### src/rtl/bcd_pkg.sv
// Shared constants and helpers for the BCD up/down counter.
package bcd_pkg;

   localparam int unsigned DIGIT_W   = 4;
   localparam int unsigned DIGIT_MAX = 9;
   localparam int unsigned DIGIT_MIN = 0;

   // Force an out-of-range nibble back into decimal range by saturating at 9.
   function automatic logic [DIGIT_W-1:0] clamp_digit(input logic [DIGIT_W-1:0] d);
      return (d > DIGIT_W'(DIGIT_MAX)) ? DIGIT_W'(DIGIT_MAX) : d;
   endfunction

endpackage

### src/rtl/bcd_digit.sv
// One BCD digit: next-value and carry/borrow-out logic, purely combinational.
module bcd_digit
   import bcd_pkg::*;
(
   input  logic               cin,
   input  logic               up,
   input  logic               en,
   input  logic               load,
   input  logic [DIGIT_W-1:0] ld_digit,
   input  logic [DIGIT_W-1:0] digit,
   output logic [DIGIT_W-1:0] nxt_c,
   output logic               cout_c,
   output logic               clamp_c
);

   // cin carries the increment request for increments and the borrow for decrements.
   always_comb begin
      nxt_c   = digit;
      cout_c  = 1'b0;
      clamp_c = (ld_digit > DIGIT_W'(DIGIT_MAX));
      if (load) begin
         nxt_c = clamp_digit(ld_digit);
      end else if (en && cin) begin
         if (up) begin
            if (digit >= DIGIT_W'(DIGIT_MAX)) begin
               nxt_c  = DIGIT_W'(DIGIT_MIN);
               cout_c = 1'b1;
            end else begin
               nxt_c = digit + DIGIT_W'(1);
            end
         end else begin
            if (digit == DIGIT_W'(DIGIT_MIN)) begin
               nxt_c  = DIGIT_W'(DIGIT_MAX);
               cout_c = 1'b1;
            end else begin
               nxt_c = digit - DIGIT_W'(1);
            end
         end
      end
   end

endmodule

### src/rtl/bcd_updown_counter.sv
// Multi-digit BCD up/down counter with saturating parallel load,
// wrap and load-error pulses, and a combinational terminal-count flag.
module bcd_updown_counter
   import bcd_pkg::*;
#(
   parameter int unsigned DIGITS = 2
) (
   input  logic                        clk,
   input  logic                        rst,
   input  logic                        en,
   input  logic                        up,
   input  logic                        load,
   input  logic [DIGIT_W*DIGITS-1:0]   load_val,
   output logic [DIGIT_W*DIGITS-1:0]   q,
   output logic                        tc,
   output logic                        wrap,
   output logic                        load_err
);

   localparam int unsigned QW = DIGIT_W * DIGITS;
   localparam logic [QW-1:0] ALL_NINES = {DIGITS{DIGIT_W'(DIGIT_MAX)}};

   logic [QW-1:0]     q_nxt;
   logic [DIGITS-1:0] clamp;
   logic              msd_cout;

   // Ripple chain least-significant first; the LSD always sees a step request.
   for (genvar i = 0; i < DIGITS; i++) begin : g_dig
      logic cin;
      logic cout;

      if (i == 0) begin : g_lsd
         assign cin = 1'b1;
      end else begin : g_chain
         assign cin = g_dig[i-1].cout;
      end

      bcd_digit u_digit (
         .cin      (cin),
         .up       (up),
         .en       (en),
         .load     (load),
         .ld_digit (load_val[i*DIGIT_W +: DIGIT_W]),
         .digit    (q[i*DIGIT_W +: DIGIT_W]),
         .nxt_c    (q_nxt[i*DIGIT_W +: DIGIT_W]),
         .cout_c   (cout),
         .clamp_c  (clamp[i])
      );
   end

   // Carry out of the top digit only happens on a full-range wrap; loads force it low.
   assign msd_cout = g_dig[DIGITS-1].cout;

   always_ff @(posedge clk) begin
      if (rst) begin
         q        <= '0;
         wrap     <= 1'b0;
         load_err <= 1'b0;
      end else begin
         q        <= q_nxt;
         wrap     <= msd_cout;
         load_err <= load & (|clamp);
      end
   end

   assign tc = en & ((up & (q == ALL_NINES)) | (~up & (q == '0)));

endmodule

### config.mk
export PLATFORM = sky130hd
export DESIGN_NAME = bcd_updown_counter
export DESIGN_NICKNAME = d
export VERILOG_FILES = /design/src/rtl/bcd_pkg.sv /design/src/rtl/bcd_digit.sv /design/src/rtl/bcd_updown_counter.sv
export SDC_FILE = /design/constraint.sdc
export NUM_CORES = 1
export LEC_CHECK = 0
export ABC_CLOCK_PERIOD_IN_PS = 2400
export CAP_MARGIN = 5
export CORE_MARGIN = 2
export CORE_UTILIZATION = 49
export CTS_BUF_LIST = sky130_fd_sc_hd__clkbuf_16
export CTS_CLUSTER_SIZE = 20
export DETAILED_ROUTE_END_ITERATION = 12
export PLACE_DENSITY = 0.78
export SYNTH_ARGS = -nofsm -noshare
export SYNTH_HDL_FRONTEND = slang
export SYNTH_HIERARCHICAL = 1
export SYNTH_SLANG_ARGS = --single-unit
### constraint.sdc
create_clock -name clk -period 2.4 [get_ports clk]
set_input_delay 0.36 -clock clk [delete_from_list [all_inputs] [get_ports clk]]
set_output_delay 0.36 -clock clk [all_outputs]
set_load 0.02 [all_outputs]
---- Word-level counts from Yosys, hierarchy flattened ----
Cells that the tools add are included.
word-level totals
  word-level logic and storage cells ...... 48
  bits of input ports ..................... 13
  flip-flop bits (word level) ............. 10
cells by class
  add/sub/neg operators ................... 4
  magnitude comparators ................... 4
  eq/ne operators ......................... 1
  bitwise logic cells ..................... 7
  mux-type cells .......................... 20
  reductions and logical operators ........ 8
operators by type and width
  kind                                                  count
  2-to-1 mux 4 bit                                      12
  adder 4 x 1 -> 4 bit, second input constant           2
  equality test 8 bit, second input constant            1
  >= comparator 4 bit, second input constant            2
  greater-than comparator 4 bit, second input constant  2
  zero test 4 bit                                       2
  zero test 8 bit                                       1
  2-to-1 mux 1 bit                                      8
  subtractor 4 x 1 -> 4 bit, second input constant      2
  AND 1 bit                                             4
  nonzero test 2 bit                                    2
  OR reduction 3 bit                                    1
  inverter 1 bit                                        2
  OR reduction 2 bit                                    1
  logical AND 1 bit                                     1
  OR 1 bit                                              1

---- Longest topological paths before layout ----
Gate-level depths: netlist (run 1).
  depth after elaboration ................. 8
  mapped depth ............................ 10
  mapped depth without buffers ............ 10

---- Cells and area by module ----
The synthesis (run 1) kept the hierarchy.
modules (own cells, without submodules)
  module              cells each  instances  area an instance (um^2)
  bcd_digit           50          2          351.6
  bcd_updown_counter  27          1          307.8

---- Worst setup path before layout (run 1) ----
Ideal clock, no wire load.
  path type ............................... reg2reg
  from .................................... reg q[0]
  to ...................................... reg q[4]
  arrival ................................. 2.046 ns
  cell stages (with the launch flop) ...... 11
  slack ................................... 0.289 ns
  buffers on the path ..................... 0
  cells stage by stage .................... dfxtp_1 > inv_1 > ha_1 > nand2b_4 > or3_1 > a21boi_0 > nand2_1 > nor2_1 > nand2_1 > o211ai_2 > nor2b_1
on the way
  longest elaborated chain between the ends .. 7
RTL lines
  element                                                 line                              RTL
  start, declared                                         bcd_updown_counter.sv:14          output logic [DIGIT_W*DIGITS-1:0] q,
  start signal, assigned                                  bcd_updown_counter.sv:60          q <= q_nxt;
  >= comparator 4 bit or zero test 4 bit (tied branches)  bcd_digit.sv:25, bcd_digit.sv:32
  2-to-1 mux 1 bit, on equally long branches              bcd_digit.sv:25, bcd_digit.sv:32
  2-to-1 mux 1 bit *                                      bcd_digit.sv:24                   if (up) begin
  2-to-1 mux 1 bit *                                      bcd_digit.sv:23                   end else if (en && cin) begin
  2-to-1 mux 1 bit *                                      bcd_digit.sv:21                   if (load) begin
  net g_dig[0].cout                                       bcd_updown_counter.sv:30          logic cout;
  logical AND 1 bit *                                     bcd_digit.sv:23
  nonzero test 2 bit (no source line) *                   n/a
The timed path passes the listed nets; every way through them passes the cells marked *.
A chain may end at the register's enable or synchronous reset.

---- Final worst setup path (run 1) ----
Ends and elaborated chain as after synthesis.

==> summary.txt, run 1 <==
Outcome
  • Outcome: completed

Power
  • Worst vdd ir: 0.536 mV
  • PD cells: 492 nW/um^2
  • Power consumption: 0.684 mW
  • Leakage: 0.579 nW

Logic synthesis
  • Ranking of synthesized cells by area: dfxtp_1 20%, ha_1 9.9%, nor2b_1 5.6%
  • Count leader, synth: nor2_1
  • Cells after synthesis: 127
  • Unique masters post-synth: 36
  • Yosys Warn Count: 6
  • FFs w/ async S/R, synth: 0
  • EDFF count, synth: 0
  • Yosys top cell area share: 0.198
  • Top_reg_cell synth: dfxtp_1
  • Commonest cells post-synth: 13 x nor2_1, 10 x dfxtp_1, 9 x nor2b_1
  • Synth Register Bits: 10
  • Mapped cell area: 1010 sq um
  • Register area share after synthesis: 0.198
  • Avg Inst Size Synth: 7.96 sq um
  • Synth area leader: dfxtp_1

STA
  • Count of final setup violators: 0
  • Final period utilization: 0.900
  • RSZ-0062 raised after global routing: no
  • Clock skew: 0.00102 ns
  • Final hold slack: 0.736 ns
  • Setup TNS: 0 ns
  • Min Tclk post-route: 2.16 ns
  • Max frequency: 0.463 GHz
  • Final Hold Viols: 0
  • Slew Limit Fails: 0

Worst setup path
  • Critical path endpoint category: register
  • Buf+Inv Stages, Crit Path: 1
  • CP startpoint kind: register
  • Worst r2r src: q[0]
  • Required time of the critical path: 2.56 ns
  • Worst Setup SP: q[0]
  • Crit path max-delay family: simple AND/OR/NAND/NOR gates
  • Register-to-Register Path Depth: 10
  • Cell repeated most along the worst path: nand2_1
  • Slowest CP cell: or3_1
  • FF-to-FF End: q[4]
  • Crit path DAT: 2.32 ns
  • Cell breakdown of the critical path: inv_1, ha_1, nand2b_4, or3_1, a21boi_0, nand2_1, nor2_2, nand2_1, o211ai_2, nor2b_1
  • Peak per-stage delay on the critical path: 0.33 ns
  • Reg2reg setup slack: 0.24 ns
  • Worst-path maximum fanout: 5
  • WP depth: 10
  • Worst setup path end: q[4]
  • Crit path kind: reg -> reg

Floorplan
  • Ports: 24
  • Initial Utilization: 0.515
  • Core area: 1960 sq um
  • Rows: 16
  • Die Ht: 49.4 um
  • Die width: 49.4 um
  • Die area: 2440 sq um

Clock network
  • Clock Pin Slew Worst Setup and Hold Paths: 0.04 ns
  • CTS tree: built
  • Post-CTS setup buffers: 0
  • Hold Buf Count CTS: 0
  • Root Buffer: clkbuf_16
  • Resize count post-CTS: 0
  • Clk_lat worst skew: 0.23 ns
  • Clock tree buffer depth: 2
  • Clk sink count: 10
  • Num CTS Buffers: 3
  • H-tree depth: 1

Global route
  • Largest net degree at the start of global routing: 19
  • Vias in the first global route: 1019
  • Total gr overflow: 0
  • First-pass GRT wire length: 4400 um
  • GRT Overall Usage: 0.230
  • Initial antenna violation count: 0

Route
  • Post-route ant nets: 0
  • Drt first-iter violations: 38
  • Remaining DRCs: 0
  • Drt wl/cell: 14.1 um
  • Via count: 1048
  • Via/cell ratio: 5.66
  • Drt first pass iters: 4
  • Final wirelength: 2610 um

Worst hold path
  • Hold WC Path Type: reg -> reg

Finish
  • Layout area overhead: 37.6%
  • Final core occ: 0.709
  • Finished Cell Area: 1390 sq um
  • Final net count: 181
  • Share of cells above drive strength 1: 0.127
  • Inserted Diodes: 0

Place
  • I/O Buffers: 23
  • Placed cell area: 1310 sq um
  • HPWL after DPL: 1990 um
  • Placer Congestion: 0.860

Job
  • # Max-Cap Violations: 0
==> worst register-to-register path, cell delays in order (launching register included) <==
cell,delay [ns]
dfxtp_1,0.32
inv_1,0.10
ha_1,0.28
nand2b_4,0.07
or3_1,0.33
a21boi_0,0.25
nand2_1,0.17
nor2_2,0.20
nand2_1,0.10
o211ai_2,0.14
nor2b_1,0.13
==> how the worst min path moves through the flow <==
stage                     start  endpoint  slack, ns  cells past startpoint
after floorplan             rst      q[0]       0.43                      1
after global placement     q[4]      q[4]       0.72                      3
after detailed placement   q[4]      q[4]       0.74                      3
after CTS                  q[4]      q[4]       0.74                      3
after global routing       q[4]      q[4]       0.79                      3
final                      q[4]      q[4]       0.74                      3
==> flip-flops by register name, summed over array words and instances, names as in the netlist <==
register  count
load_err      1
wrap          1
q             8
==> final cells by class <==
class,instances,area (sq um)
multi-input combinational,104,744
fill,178,571
timing repair buffer,33,308
sequential,10,200
clock buffer,3,75.1
tap,27,33.8
inverter,8,30.0
==> cell usage in the layout, fill, tap and decap left out, drive strengths merged, types with 2 or more instances in the layout <==
master and instances:
nor2 13, a311o 2, nand2b 8, nand4b 2, a22o 2, o211ai 4
o21a 2, or3 2, mux4 2, conb 2, o311ai 2, nor2b 9
nand3b 2, a21o 2, clkbuf 3, buf 10, nand2 6, a21boi 4
a31oi 2, clkdlybuf4s50 22, inv 8, o311a 2, a21oi 8, or4b 2
nand3 2, dfxtp 10, o21ai 10, ha 8
==> stage by stage <==
stage | std cells | worst slack [ns]
2_1_floorplan | 128 | 0.289
3_5_place_dp | 182 | 0.0759
5_1_grt | 185 | 0.0462
6_report | 185 | 0.241
4_1_cts | 185 | 0.0406
3_3_place_gp | 182 | 0.147
==> layer usage <==
metal | share of wire | vias up | track usage | routed length, um
li1 | - | 523 | - | -
met1 | 0.45 | 480 | 0.294 | 1190
met2 | 0.47 | 41 | 0.385 | 1230
met3 | 0.064 | 4 | 0.0399 | 166
met4 | 0.010 | 0 | 0.0833 | 27
met5 | 0 | - | 0 | 0
==> cells by family (layout without fill, tap and decap cells) <==
| kind of cell | after synthesis | in the layout | synth area share |
|---|---|---|---|
| compound gates | 40 | 40 | 0.275 |
| other cells | 1 | 2 | 0.00371 |
| fa+ha+maj | 8 | 8 | 0.0990 |
| mux | 3 | 3 | 0.0545 |
| buf+inv | 14 | 44 | 0.0718 |
| simple gates | 51 | 51 | 0.298 |
| flops | 10 | 10 | 0.198 |
==> power by group <==
group	switching [mW]	internal (mW)	total [mW]
Combinational	0.109	0.108	0.218
Clock	0.0639	0.215	0.279
Sequential	0.0110	0.177	0.188
Total	0.184	0.500	0.684
No activity file was read; power rests on OpenSTA's default activity.
==> run 2, diff against run 1 <==
SETUP_SLACK_MARGIN = 0.5   (was default)
==> run 2 against run 1 <==
Cell area is 10% higher; sequential power grew 2%; wire length increased by 31%; cell count increased by 4.9%; clock skew about the same; clock power is 4% higher; sequential cell count is the same; global-route usage grew 2.3 points; power up 8.6%; largest cell class unchanged.
==> summary.txt, run 2 (synthesized netlist as in run 1, its figures left out) <==
Route
  • Drt wl/cell: 17.6 um (was 14.1 um)
  • Via/cell ratio: 5.90 (was 5.66)
  • Drt first-iter violations: 32 (was 38)
  • Drt first pass iters: 4 (unchanged)
  • Final wirelength: 3420 um (was 2610 um)
  • Remaining DRCs: 0 (unchanged)
  • Via count: 1144 (was 1048)
  • Post-route ant nets: 0 (unchanged)

Floorplan
  • Die width: 49.4 um (unchanged)
  • Core area: 1960 sq um (unchanged)
  • Die area: 2440 sq um (unchanged)
  • Ports: 24 (unchanged)
  • Die Ht: 49.4 um (unchanged)
  • Initial Utilization: 0.515 (unchanged)
  • Rows: 16 (unchanged)

Finish
  • Top Registers: q: 8 flops, load_err: 1 flops, wrap: 1 flops (unchanged)
  • Layout area overhead: 51.5% (was 37.6%)
  • Fill cell count: 145 (was 178)
  • FF/Latch Area: 213 sq um (was 200 sq um)
  • Final core occ: 0.781 (was 0.709)
  • Most flops, register: q (unchanged)
  • Commonest non-fill, non-tap cell in the layout: clkdlybuf4s50_1 (unchanged)
  • Max reg flops: 8 (unchanged)
  • Final net count: 189 (was 181)
  • Commonest cells after routing, fill and taps aside: 20 x clkdlybuf4s50_1, 17 x buf_4, 12 x nor2_1 (was 22 x clkdlybuf4s50_1, 12 x nor2_1, 10 x buf_4, 10 x dfxtp_1, 9 x nor2b_1)
  • Inserted Diodes: 0 (unchanged)
  • Share of cells above drive strength 1: 0.257 (was 0.127)
  • Multi-input gate area: 803 sq um (was 744 sq um)

Clock network
  • Root Buffer: clkbuf_16 (unchanged)
  • CTS tree: built (unchanged)
  • Clk sink count: 10 (unchanged)
  • Clk_lat worst skew: 0.23 ns (about the same)
  • Num CTS Buffers: 3 (unchanged)
  • Clock Pin Slew Worst Setup and Hold Paths: 0.04 ns (about the same)
  • Clock tree buffer depth: 2 (unchanged)
  • H-tree depth: 1 (unchanged)

Place
  • HPWL after DPL: 1910 um (was 1990 um)
  • Placer Congestion: 0.861 (was 0.860)
  • I/O Buffers: 23 (unchanged)

Worst setup path
  • CP startpoint kind: register (unchanged)
  • Worst-path maximum fanout: 6 (was 5)
  • Critical path endpoint category: register (unchanged)
  • Crit path DAT: 2.10 ns (was 2.32 ns)
  • Crit path kind: reg -> reg (unchanged)
  • Required time of the critical path: 2.56 ns (about the same)

STA
  • Clock skew: 0.000992 ns (was 0.00102 ns)
  • Count of final setup violators: 0 (unchanged)
  • Final Hold Viols: 0 (unchanged)
  • Final hold slack: 0.744 ns (was 0.736 ns)
  • Slew Limit Fails: 0 (unchanged)
  • Max frequency: 0.516 GHz (was 0.463 GHz)
  • RSZ-0062 raised after global routing: yes (was no)
  • Final period utilization: 0.808 (was 0.900)
  • Setup TNS: 0 ns (unchanged)
  • Min Tclk post-route: 1.94 ns (was 2.16 ns)

Power
  • Leakage: 0.630 nW (was 0.579 nW)
  • Worst vdd ir: 0.506 mV (was 0.536 mV)
  • PD cells: 485 nW/um^2 (was 492 nW/um^2)

Global route
  • Total gr overflow: 0 (unchanged)
  • First-pass GRT wire length: 4780 um (was 4400 um)
  • Largest net degree at the start of global routing: 19 (unchanged)
  • Vias in the first global route: 1082 (was 1019)
  • GRT Overall Usage: 0.253 (was 0.230)
  • Initial antenna violation count: 0 (unchanged)

Outcome
  • Outcome: completed (unchanged)

Worst hold path
  • Hold WC Path Type: reg -> reg (unchanged)

Job
  • # Max-Cap Violations: 0 (unchanged)
[run 2: where the power goes]
group / leakage, nW / switching (mW) / internal [mW]
clock network: 0.0385 / 0.0734 / 0.218
registers: 0.0845 / 0.0155 / 0.177
logic: 0.507 / 0.129 / 0.131
total: 0.630 / 0.218 / 0.525
[run 2: repair_timing]
item,CTS,global route
hold buffers,0,0
gates resized for setup,20,9
setup buffers,4,8
pin swaps,3,5
endpoints found under the setup margin,7,7
[run 2: final cells by class]
cell class                 instances  share of cell area
timing repair buffer              41               0.240
multi-input combinational        104               0.525
inverter                           8              0.0229
sequential                        10               0.139
clock inverter                     1             0.00245
tap                               27              0.0221
clock buffer                       3              0.0490
[run 2: layer usage]
layer | vias to the layer above | wire length [um] | global-route usage
li1 | 540 | - | -
met1 | 527 | 1360 | 0.300
met2 | 71 | 1690 | 0.444
met3 | 6 | 317 | 0.0552
met4 | 0 | 53 | 0.0926
met5 | - | 0 | 0
[run 2: path summary, 6_finish.rpt]
kind                to  start  slack, ns  cells past startpoint
setup / recovery  q[4]   q[1]       0.46                     10
hold / removal    q[0]   q[0]       0.74                      3
hold reg to reg   q[0]   q[0]       0.74                      3
setup reg to reg  q[4]   q[1]       0.46                     10
[run 2: through the flow]
stage               instances  power (mW)  worst slack [ns]  area [sq um]
floorplan                 128       0.323             0.503          1020
global placement          178       0.394             0.190          1290
detailed placement        178       0.399             0.146          1290
CTS                       186       0.705             0.502          1430
global route              194       0.774             0.364          1530
finish                    194       0.743             0.461          1530
[run 2: worst max-delay path: stages (launching register included)]
cell and delay, ns:
dfxtp_4 0.37, inv_4 0.08, ha_4 0.15, nand2b_4 0.05
or3_4 0.36, a21boi_4 0.22, nand2_4 0.10, nor2_4 0.15
nand2_1 0.09, o211ai_2 0.15, nor2b_1 0.14
